===== src/rtl/zx8x_pkg.sv =====
// Shared definitions for the ZX80/ZX81 core: tape loader states, ROM
// entry/exit points of the LOAD routine, image base addresses and the
// opcodes of the spin-loop patch overlaid on the ROM.
package zx8x_pkg;

    // LOAD routine entry and first address past the patched window
    localparam logic [15:0] ZX81_ENTRY = 16'h0347;
    localparam logic [15:0] ZX81_EXIT  = 16'h03C3;
    localparam logic [15:0] ZX80_ENTRY = 16'h0207;
    localparam logic [15:0] ZX80_EXIT  = 16'h024D;

    // Load address of byte 0 of the image: .o files start at the system
    // variables, .p files skip the first nine bytes of them
    localparam logic [15:0] BASE_O = 16'h4000;
    localparam logic [15:0] BASE_P = 16'h4009;

    // Spin-loop patch: xor a / nop|scf / jr nc,-3 / jp <LOAD continuation>
    localparam logic [7:0] OP_XOR_A      = 8'hAF;
    localparam logic [7:0] OP_NOP        = 8'h00;
    localparam logic [7:0] OP_SCF        = 8'h37;
    localparam logic [7:0] OP_JR_NC      = 8'h30;
    localparam logic [7:0] OP_JR_DISP    = 8'hFD;
    localparam logic [7:0] OP_JP         = 8'hC3;
    localparam logic [7:0] OP_JP_LO_ZX81 = 8'h07;
    localparam logic [7:0] OP_JP_LO_ZX80 = 8'h03;
    localparam logic [7:0] OP_JP_HI      = 8'h02;

    typedef enum logic [2:0] {
        S_IDLE,   // no tape held
        S_ARMED,  // tape held, waiting for the LOAD entry fetch
        S_FETCH,  // tape buffer address presented
        S_LATCH,  // buffer data captured into the write register
        S_WRITE,  // write request raised, waiting for the acknowledge
        S_DONE    // copy complete, waiting for the CPU to leave the window
    } tl_state_t;

    function automatic logic [15:0] entry_addr(input logic is_zx81);
        return is_zx81 ? ZX81_ENTRY : ZX80_ENTRY;
    endfunction

    function automatic logic [15:0] exit_addr(input logic is_zx81);
        return is_zx81 ? ZX81_EXIT : ZX80_EXIT;
    endfunction

    function automatic logic [15:0] base_addr(input logic is_p);
        return is_p ? BASE_P : BASE_O;
    endfunction

endpackage


===== src/rtl/tape_load_ctrl_if.sv =====
// Memory-side bundle of the tape loader: read port of the tape buffer
// (synchronous, one-cycle latency) and the request/acknowledge write port
// into SDRAM. The loader is the master of both.
interface tape_load_ctrl_if;

    logic [13:0] tape_rd_addr;
    logic [7:0]  tape_rd_data;
    logic [15:0] ram_addr;
    logic [7:0]  ram_din;
    logic        ram_req;
    logic        ram_ack;

    modport master (
        output tape_rd_addr,
        input  tape_rd_data,
        output ram_addr,
        output ram_din,
        output ram_req,
        input  ram_ack
    );

    modport slave (
        input  tape_rd_addr,
        output tape_rd_data,
        input  ram_addr,
        input  ram_din,
        input  ram_req,
        output ram_ack
    );

endinterface


===== src/rtl/tape_load_ctrl.sv =====
// Instant tape loader. Once an image is held it waits for the CPU to fetch
// the ROM LOAD entry, overlays a spin loop on the ROM, copies the tape
// buffer into SDRAM one byte at a time and then turns the loop's nop into
// scf so the CPU falls through into the rest of LOAD.
module tape_load_ctrl
    import zx8x_pkg::*;
(
    input  logic                clk_sys,
    input  logic                reset,
    input  logic                zx81,
    input  logic                dl_start,
    input  logic                dl_done,
    input  logic                file_p,
    input  logic [14:0]         tape_len,
    input  logic [15:0]         cpu_addr,
    input  logic                cpu_m1_n,
    tape_load_ctrl_if.master    mem_if,
    output logic                patch_active,
    output logic [7:0]          patch_byte,
    output logic                tape_ready
);

    tl_state_t   state_q, state_d;
    logic        m1_q;
    logic [14:0] n_q, n_d;
    logic [14:0] len_q, len_d;
    logic        file_p_q, file_p_d;
    logic        model_q, model_d;
    logic        tape_ready_q, tape_ready_d;
    logic        patch_active_q, patch_active_d;
    logic        ram_req_q, ram_req_d;
    logic        abort_q, abort_d;
    logic [15:0] ram_addr_q, ram_addr_d;
    logic [7:0]  ram_din_q, ram_din_d;

    logic        m1_event;
    logic        entry_hit;
    logic        exit_hit;
    logic [15:0] entry_cur;
    logic [15:0] exit_cur;
    logic [15:0] offset;
    logic [14:0] n_inc;

    // Decode M1 events and classify them against the patch window
    always_comb begin
        entry_cur = entry_addr(model_q);
        exit_cur  = exit_addr(model_q);
        m1_event  = m1_q && !cpu_m1_n;
        // The entry test uses the live model input: the model is only
        // latched once the entry fetch has been recognised.
        entry_hit = m1_event && (cpu_addr == entry_addr(zx81));
        exit_hit  = m1_event && ((cpu_addr >= exit_cur) || (cpu_addr < entry_cur));
        n_inc     = n_q + 15'd1;
    end

    // Next-state and datapath update for the copy sequencer
    always_comb begin
        // NOTE: every variable gets its hold value first, so no path through
        // the case below can leave one unassigned and infer a latch.
        state_d        = state_q;
        n_d            = n_q;
        len_d          = len_q;
        file_p_d       = file_p_q;
        model_d        = model_q;
        tape_ready_d   = tape_ready_q;
        patch_active_d = patch_active_q;
        ram_req_d      = ram_req_q;
        abort_d        = abort_q;
        ram_addr_d     = ram_addr_q;
        ram_din_d      = ram_din_q;

        unique case (state_q)
            S_IDLE: begin
                if (dl_done) begin
                    state_d      = S_ARMED;
                    len_d        = tape_len;
                    file_p_d     = file_p;
                    tape_ready_d = 1'b1;
                end
            end

            S_ARMED: begin
                if (entry_hit) begin
                    n_d            = '0;
                    model_d        = zx81;
                    patch_active_d = 1'b1;
                    abort_d        = 1'b0;
                    state_d        = (len_q == '0) ? S_DONE : S_FETCH;
                end else if (dl_done) begin
                    len_d    = tape_len;
                    file_p_d = file_p;
                end
            end

            S_FETCH: begin
                if (exit_hit) begin
                    state_d        = S_ARMED;
                    patch_active_d = 1'b0;
                end else begin
                    state_d = S_LATCH;
                end
            end

            S_LATCH: begin
                if (exit_hit) begin
                    state_d        = S_ARMED;
                    patch_active_d = 1'b0;
                end else begin
                    // Address and data are frozen here and stay put for the
                    // whole time the request is outstanding.
                    state_d    = S_WRITE;
                    ram_req_d  = 1'b1;
                    ram_din_d  = mem_if.tape_rd_data;
                    ram_addr_d = base_addr(file_p_q) + {1'b0, n_q};
                end
            end

            S_WRITE: begin
                if (mem_if.ram_ack) begin
                    ram_req_d = 1'b0;
                    n_d       = n_inc;
                    if (abort_q || exit_hit) begin
                        state_d        = S_ARMED;
                        patch_active_d = 1'b0;
                        abort_d        = 1'b0;
                    end else if (n_inc == len_q) begin
                        state_d = S_DONE;
                    end else begin
                        state_d = S_FETCH;
                    end
                end else if (exit_hit) begin
                    // A write already requested must complete before the
                    // abort takes effect; remember it until the ack.
                    abort_d = 1'b1;
                end
            end

            S_DONE: begin
                if (exit_hit) begin
                    state_d        = S_ARMED;
                    patch_active_d = 1'b0;
                end
            end

            default: begin
                state_d = S_IDLE;
            end
        endcase

        // A new download invalidates the held image and any copy in flight.
        if (dl_start) begin
            state_d        = S_IDLE;
            tape_ready_d   = 1'b0;
            patch_active_d = 1'b0;
            ram_req_d      = 1'b0;
            abort_d        = 1'b0;
        end
    end

    // State and datapath registers with synchronous reset
    always_ff @(posedge clk_sys) begin
        // NOTE: non-blocking assignments so every register samples the
        // values from before this edge, whatever the statement order.
        if (reset) begin
            state_q        <= S_IDLE;
            m1_q           <= 1'b1;
            n_q            <= '0;
            len_q          <= '0;
            file_p_q       <= 1'b0;
            model_q        <= 1'b0;
            tape_ready_q   <= 1'b0;
            patch_active_q <= 1'b0;
            ram_req_q      <= 1'b0;
            abort_q        <= 1'b0;
            ram_addr_q     <= '0;
            ram_din_q      <= '0;
        end else begin
            state_q        <= state_d;
            m1_q           <= cpu_m1_n;
            n_q            <= n_d;
            len_q          <= len_d;
            file_p_q       <= file_p_d;
            model_q        <= model_d;
            tape_ready_q   <= tape_ready_d;
            patch_active_q <= patch_active_d;
            ram_req_q      <= ram_req_d;
            abort_q        <= abort_d;
            ram_addr_q     <= ram_addr_d;
            ram_din_q      <= ram_din_d;
        end
    end

    // Patch ROM: byte for the current CPU address, relative to the entry
    always_comb begin
        offset     = cpu_addr - entry_cur;
        patch_byte = OP_NOP;
        case (offset)
            16'd0:   patch_byte = OP_XOR_A;
            // nop keeps carry clear so jr nc spins; scf releases the loop
            16'd1:   patch_byte = (state_q == S_DONE) ? OP_SCF : OP_NOP;
            16'd2:   patch_byte = OP_JR_NC;
            16'd3:   patch_byte = OP_JR_DISP;
            16'd4:   patch_byte = OP_JP;
            16'd5:   patch_byte = model_q ? OP_JP_LO_ZX81 : OP_JP_LO_ZX80;
            16'd6:   patch_byte = OP_JP_HI;
            default: patch_byte = OP_NOP;
        endcase
    end

    assign mem_if.tape_rd_addr = n_q[13:0];
    assign mem_if.ram_addr     = ram_addr_q;
    assign mem_if.ram_din      = ram_din_q;
    assign mem_if.ram_req      = ram_req_q;
    assign patch_active        = patch_active_q;
    assign tape_ready          = tape_ready_q;

endmodule


===== src/flat_wrapper.sv =====
// flat-port wrapper written by rule: the top's interface ports become plain ports
module tape_load_ctrl_flat import zx8x_pkg::*;
  (clk_sys, reset, zx81, dl_start, dl_done, file_p, tape_len, cpu_addr, cpu_m1_n, patch_active, patch_byte, tape_ready, mem_if_tape_rd_addr, mem_if_tape_rd_data, mem_if_ram_addr, mem_if_ram_din, mem_if_ram_req, mem_if_ram_ack);
  tape_load_ctrl_if mem_if_i ();
  input  logic clk_sys;
  input  logic reset;
  input  logic zx81;
  input  logic dl_start;
  input  logic dl_done;
  input  logic file_p;
  input  logic [14:0] tape_len;
  input  logic [15:0] cpu_addr;
  input  logic cpu_m1_n;
  output logic patch_active;
  output logic [7:0] patch_byte;
  output logic tape_ready;
  output wire logic [$bits(mem_if_i.tape_rd_addr)-1:0] mem_if_tape_rd_addr;
  input wire logic [$bits(mem_if_i.tape_rd_data)-1:0] mem_if_tape_rd_data;
  output wire logic [$bits(mem_if_i.ram_addr)-1:0] mem_if_ram_addr;
  output wire logic [$bits(mem_if_i.ram_din)-1:0] mem_if_ram_din;
  output wire logic [$bits(mem_if_i.ram_req)-1:0] mem_if_ram_req;
  input wire logic [$bits(mem_if_i.ram_ack)-1:0] mem_if_ram_ack;
  assign mem_if_tape_rd_addr = mem_if_i.tape_rd_addr;
  assign mem_if_i.tape_rd_data = mem_if_tape_rd_data;
  assign mem_if_ram_addr = mem_if_i.ram_addr;
  assign mem_if_ram_din = mem_if_i.ram_din;
  assign mem_if_ram_req = mem_if_i.ram_req;
  assign mem_if_i.ram_ack = mem_if_ram_ack;
  tape_load_ctrl u_core (.clk_sys(clk_sys), .reset(reset), .zx81(zx81), .dl_start(dl_start), .dl_done(dl_done), .file_p(file_p), .tape_len(tape_len), .cpu_addr(cpu_addr), .cpu_m1_n(cpu_m1_n), .mem_if(mem_if_i), .patch_active(patch_active), .patch_byte(patch_byte), .tape_ready(tape_ready));
endmodule

===== config.mk =====
export PLATFORM = sky130hd
export DESIGN_NAME = tape_load_ctrl_flat
export DESIGN_NICKNAME = d
export VERILOG_FILES = /design/src/rtl/zx8x_pkg.sv /design/src/rtl/tape_load_ctrl_if.sv /design/src/rtl/tape_load_ctrl.sv /design/src/flat_wrapper.sv
export SDC_FILE = /design/constraint.sdc
export NUM_CORES = 1
export LEC_CHECK = 0
export ABC_CLOCK_PERIOD_IN_PS = 3300
export CELL_PAD_IN_SITES_DETAIL_PLACEMENT = 1
export CELL_PAD_IN_SITES_GLOBAL_PLACEMENT = 2
export CORE_MARGIN = 3
export CORE_UTILIZATION = 29
export DETAILED_ROUTE_END_ITERATION = 8
export GPL_ROUTABILITY_DRIVEN = 0
export PLACE_DENSITY_LB_ADDON = 0.25
export SLEW_MARGIN = 20
export SYNTH_ARGS = -nofsm -noshare
export SYNTH_HDL_FRONTEND = slang
export SYNTH_SLANG_ARGS = --single-unit

===== constraint.sdc =====
create_clock -name clk_sys -period 3.3 [get_ports clk_sys]
set_input_delay 0.66 -clock clk_sys [delete_from_list [all_inputs] [get_ports clk_sys]]
set_output_delay 0.66 -clock clk_sys [all_outputs]
set_load 0.01 [all_outputs]

==> metrics <==
first-pass GRT wire length 21530 um; prevailing post-synth register cell dfxtp_1; leakage power 1.982 nW; row count 42; vias in the first global route 4167; reg2reg setup slack 600 ps; final hold violation count 0; worst r2r path cells 8; Seq/Total Area, Yosys 31.21%; DRT Pass-1 Iters 4; Worst R2R End u_core.state_q[1]; Antenna Nets Post-Route 0; largest net degree at the start of global routing 58; vias post-DR 3988; Total Wirelength 13120 um; hold_buf cts 0; Final Worst Setup Slack 67.59 ps; Finished Cell Area 5593 um2; DRC Markers 0; total power 1.937 mW; post-synth top area share 31.21%; fillers 1641; DIE HEIGHT 125.0 um; core area 13560 um2; final std cells w/o fill 788; n_diodes 0; Worst-Skew Late Latency 330 ps; period utilisation layout 97.95%; setup TNS 0 ps; clk buf depth 2; min cycle time layout 3232 ps; synth warn 0; PD cells 346.3 nW/um2; initial antenna violation count 0; global route overflow 0; H-Tree Depth 3; Worst Hold End u_core.mem_if.ram_din[1]; Num CTS Buffers 9; Yosys reg bits 64; final setup vio count 0; # Max-Cap Violations 0; type of origin of the critical path input pin; placed inst area 5238 um2; Pins Over Slew Limit 0; Post-layout nets 665; Clock Sink Count 64; Setup crit end kind primary output; WHS Path Cells 2; Peak VDD IR 0.2012 mV; Inst Count DP 768; initial core utilization 30.28%; average wire per standard cell 16.65 um; synthesized area 4105 um2; Cells after Synth 516; layout cell share with drive strength beyond 1 17.32%; GRT Resource Usage Total 16.55%; Starting DRT DRC Count 148; hold slack 450.4 ps; Worst Skew 6.394 ps; Die ar. 15620 um2; Worst EP required 2640 ps; num ports 96; Max Freq 0.3094 GHz; IO buf count 95; critical path type input pin to primary output; Root Buffer clkbuf_16; post-synthesis cell type count 64; Clk pin slew, worst setup/hold paths 50 ps; reg-to-reg startpoint u_core.n_q[0]; post-synthesis async set-or-reset flop share 0%; Slew @ Worst Pin 996.0 ps; Post-synth EDFFs 0; worst path arrival time 2570 ps; Slew HR 33.60%; HP Start u_core.mem_if.ram_din[1]; cell taking the most area after synthesis dfxtp_1; crit path max fanout 3; final core utilization 41.25%; hold crit path type flip-flop to flip-flop; DR vias/cell 5.061; post-place setup slack -882.2 ps; Die Wd 125.0 um; CTS tree built; syn_area_per_cell 7.956 um2; status finished clean; Detail Placement HPWL 9951 um; Synth area leaders dfxtp_1 (31%), nor2_1 (6.6%), a21oi_1 (4.5%); Mapped Nets 573; Area Growth Syn to Fin 36.24%
## cells in the final DEF (no fill, tap or decap), types with 3 or more instances in the layout
cell type	n
clkbuf_16	9
nor2b_1	7
a31oi_1	3
inv_2	3
dlygate4sd2_1	5
ha_1	8
nand2_1	49
clkdlybuf4s50_1	77
and3_1	6
a21oi_2	5
and2_1	6
o21ai_1	3
o21ai_0	26
nand4_1	6
nor3_1	19
buf_4	37
inv_1	5
mux2i_1	17
xnor2_1	19
dfxtp_1	63
a22oi_1	3
a211oi_2	6
nand3b_1	5
nor2_1	69
a211oi_1	8
nand3_1	15
a21oi_1	34
nor4_1	4
xor2_1	14
buf_2	9
or3_1	8
## sequential cells by signal, summed over array words and instances, names as in the netlist
name,cells
u_core.mem_if.ram_addr,16
u_core.len_q,15
u_core.n_q,15
u_core.mem_if.ram_din,8
u_core.state_q,3
u_core.abort_q,1
u_core.file_p_q,1
u_core.m1_q,1
u_core.mem_if.ram_req,1
u_core.model_q,1
u_core.patch_active,1
u_core.tape_ready,1
## power by group
group          switching (mW)  internal [mW]  leakage [nW]
Combinational           0.113          0.123          1.33
Sequential             0.0178          0.788         0.520
Clock                   0.349          0.546         0.128
## critical path, stage by stage
cell and delay (ps):
clkdlybuf4s50_1 430, nor3_2 270, xnor2_1 190, nand3_1 140, o41ai_2 80, o2111ai_2 190, buf_4 200, buf_4 140
nor2_1 120, buf_2 140
## layout make-up
type                    count  area [um2]  area share (%)
clock buffers              13       260.3           4.653
clock inverters             2       15.01          0.2685
inverters                   8       30.03          0.5369
multi-input cells         392        2590           46.31
flip-flops and latches     64        1282           22.93
well taps                 176       220.2           3.937
repair buffers            133        1195           21.36
## worst max-delay path by stage
stage / start / end / slack, ps / cells after the start
4_1_cts: cpu_addr[6] / patch_byte[4] / 20 / 11
5_1_grt: cpu_addr[10] / patch_byte[6] / -50 / 10
3_5_place_dp: cpu_addr[6] / patch_byte[4] / -880 / 9
6_report: cpu_addr[10] / patch_byte[6] / 70 / 10
2_1_floorplan: cpu_addr[6] / patch_byte[4] / 190 / 7
3_3_place_gp: cpu_addr[6] / patch_byte[4] / -750 / 9
## routing by layer
metal | GRT usage [%] | vias up | share of wire, %
met1 | 23.38 | 1886 | 51
li1 | - | 1999 | -
met4 | 4.592 | 0 | 1.1
met5 | 0 | - | 0
met3 | 3.156 | 11 | 4.3
met2 | 25.85 | 92 | 44
## cell usage after synthesis (all sizes together) (3+ instances only)
cell type,count
ha,10
mux2i,17
a22oi,3
buf,34
dfxtp,64
and2,6
a31oi,4
and3,7
inv,8
nand2,49
or3,8
nand3b,5
o21ai,29
a211oi,14
nor3,20
nor2b,7
nor2,72
nor4,8
xnor2,20
xor2,14
clkbuf,18
a21oi,39
o31ai,3
nand3,16
nand4,9
## cells by family after synthesis
group	after synthesis	share of synthesized area (%)
AND/OR/NAND/NOR	219	27.34
AO/OA/AOI/OAI	112	19.11
flip-flops	64	31.21
buffers and inverters	60	7.894
XOR/XNOR	34	7.254
multiplexers	17	4.145
adder cells (fa/ha/maj)	10	3.048
## timing repair
item                                    CTS  global route
endpoints found under the hold margin     0             0
pin swaps                                 9             8
endpoints found under the setup margin    8             8
gates resized for setup                  59             9
buffers inserted                          3             2
gates cloned                              0             0
Power figures use the tool's default switching activity.
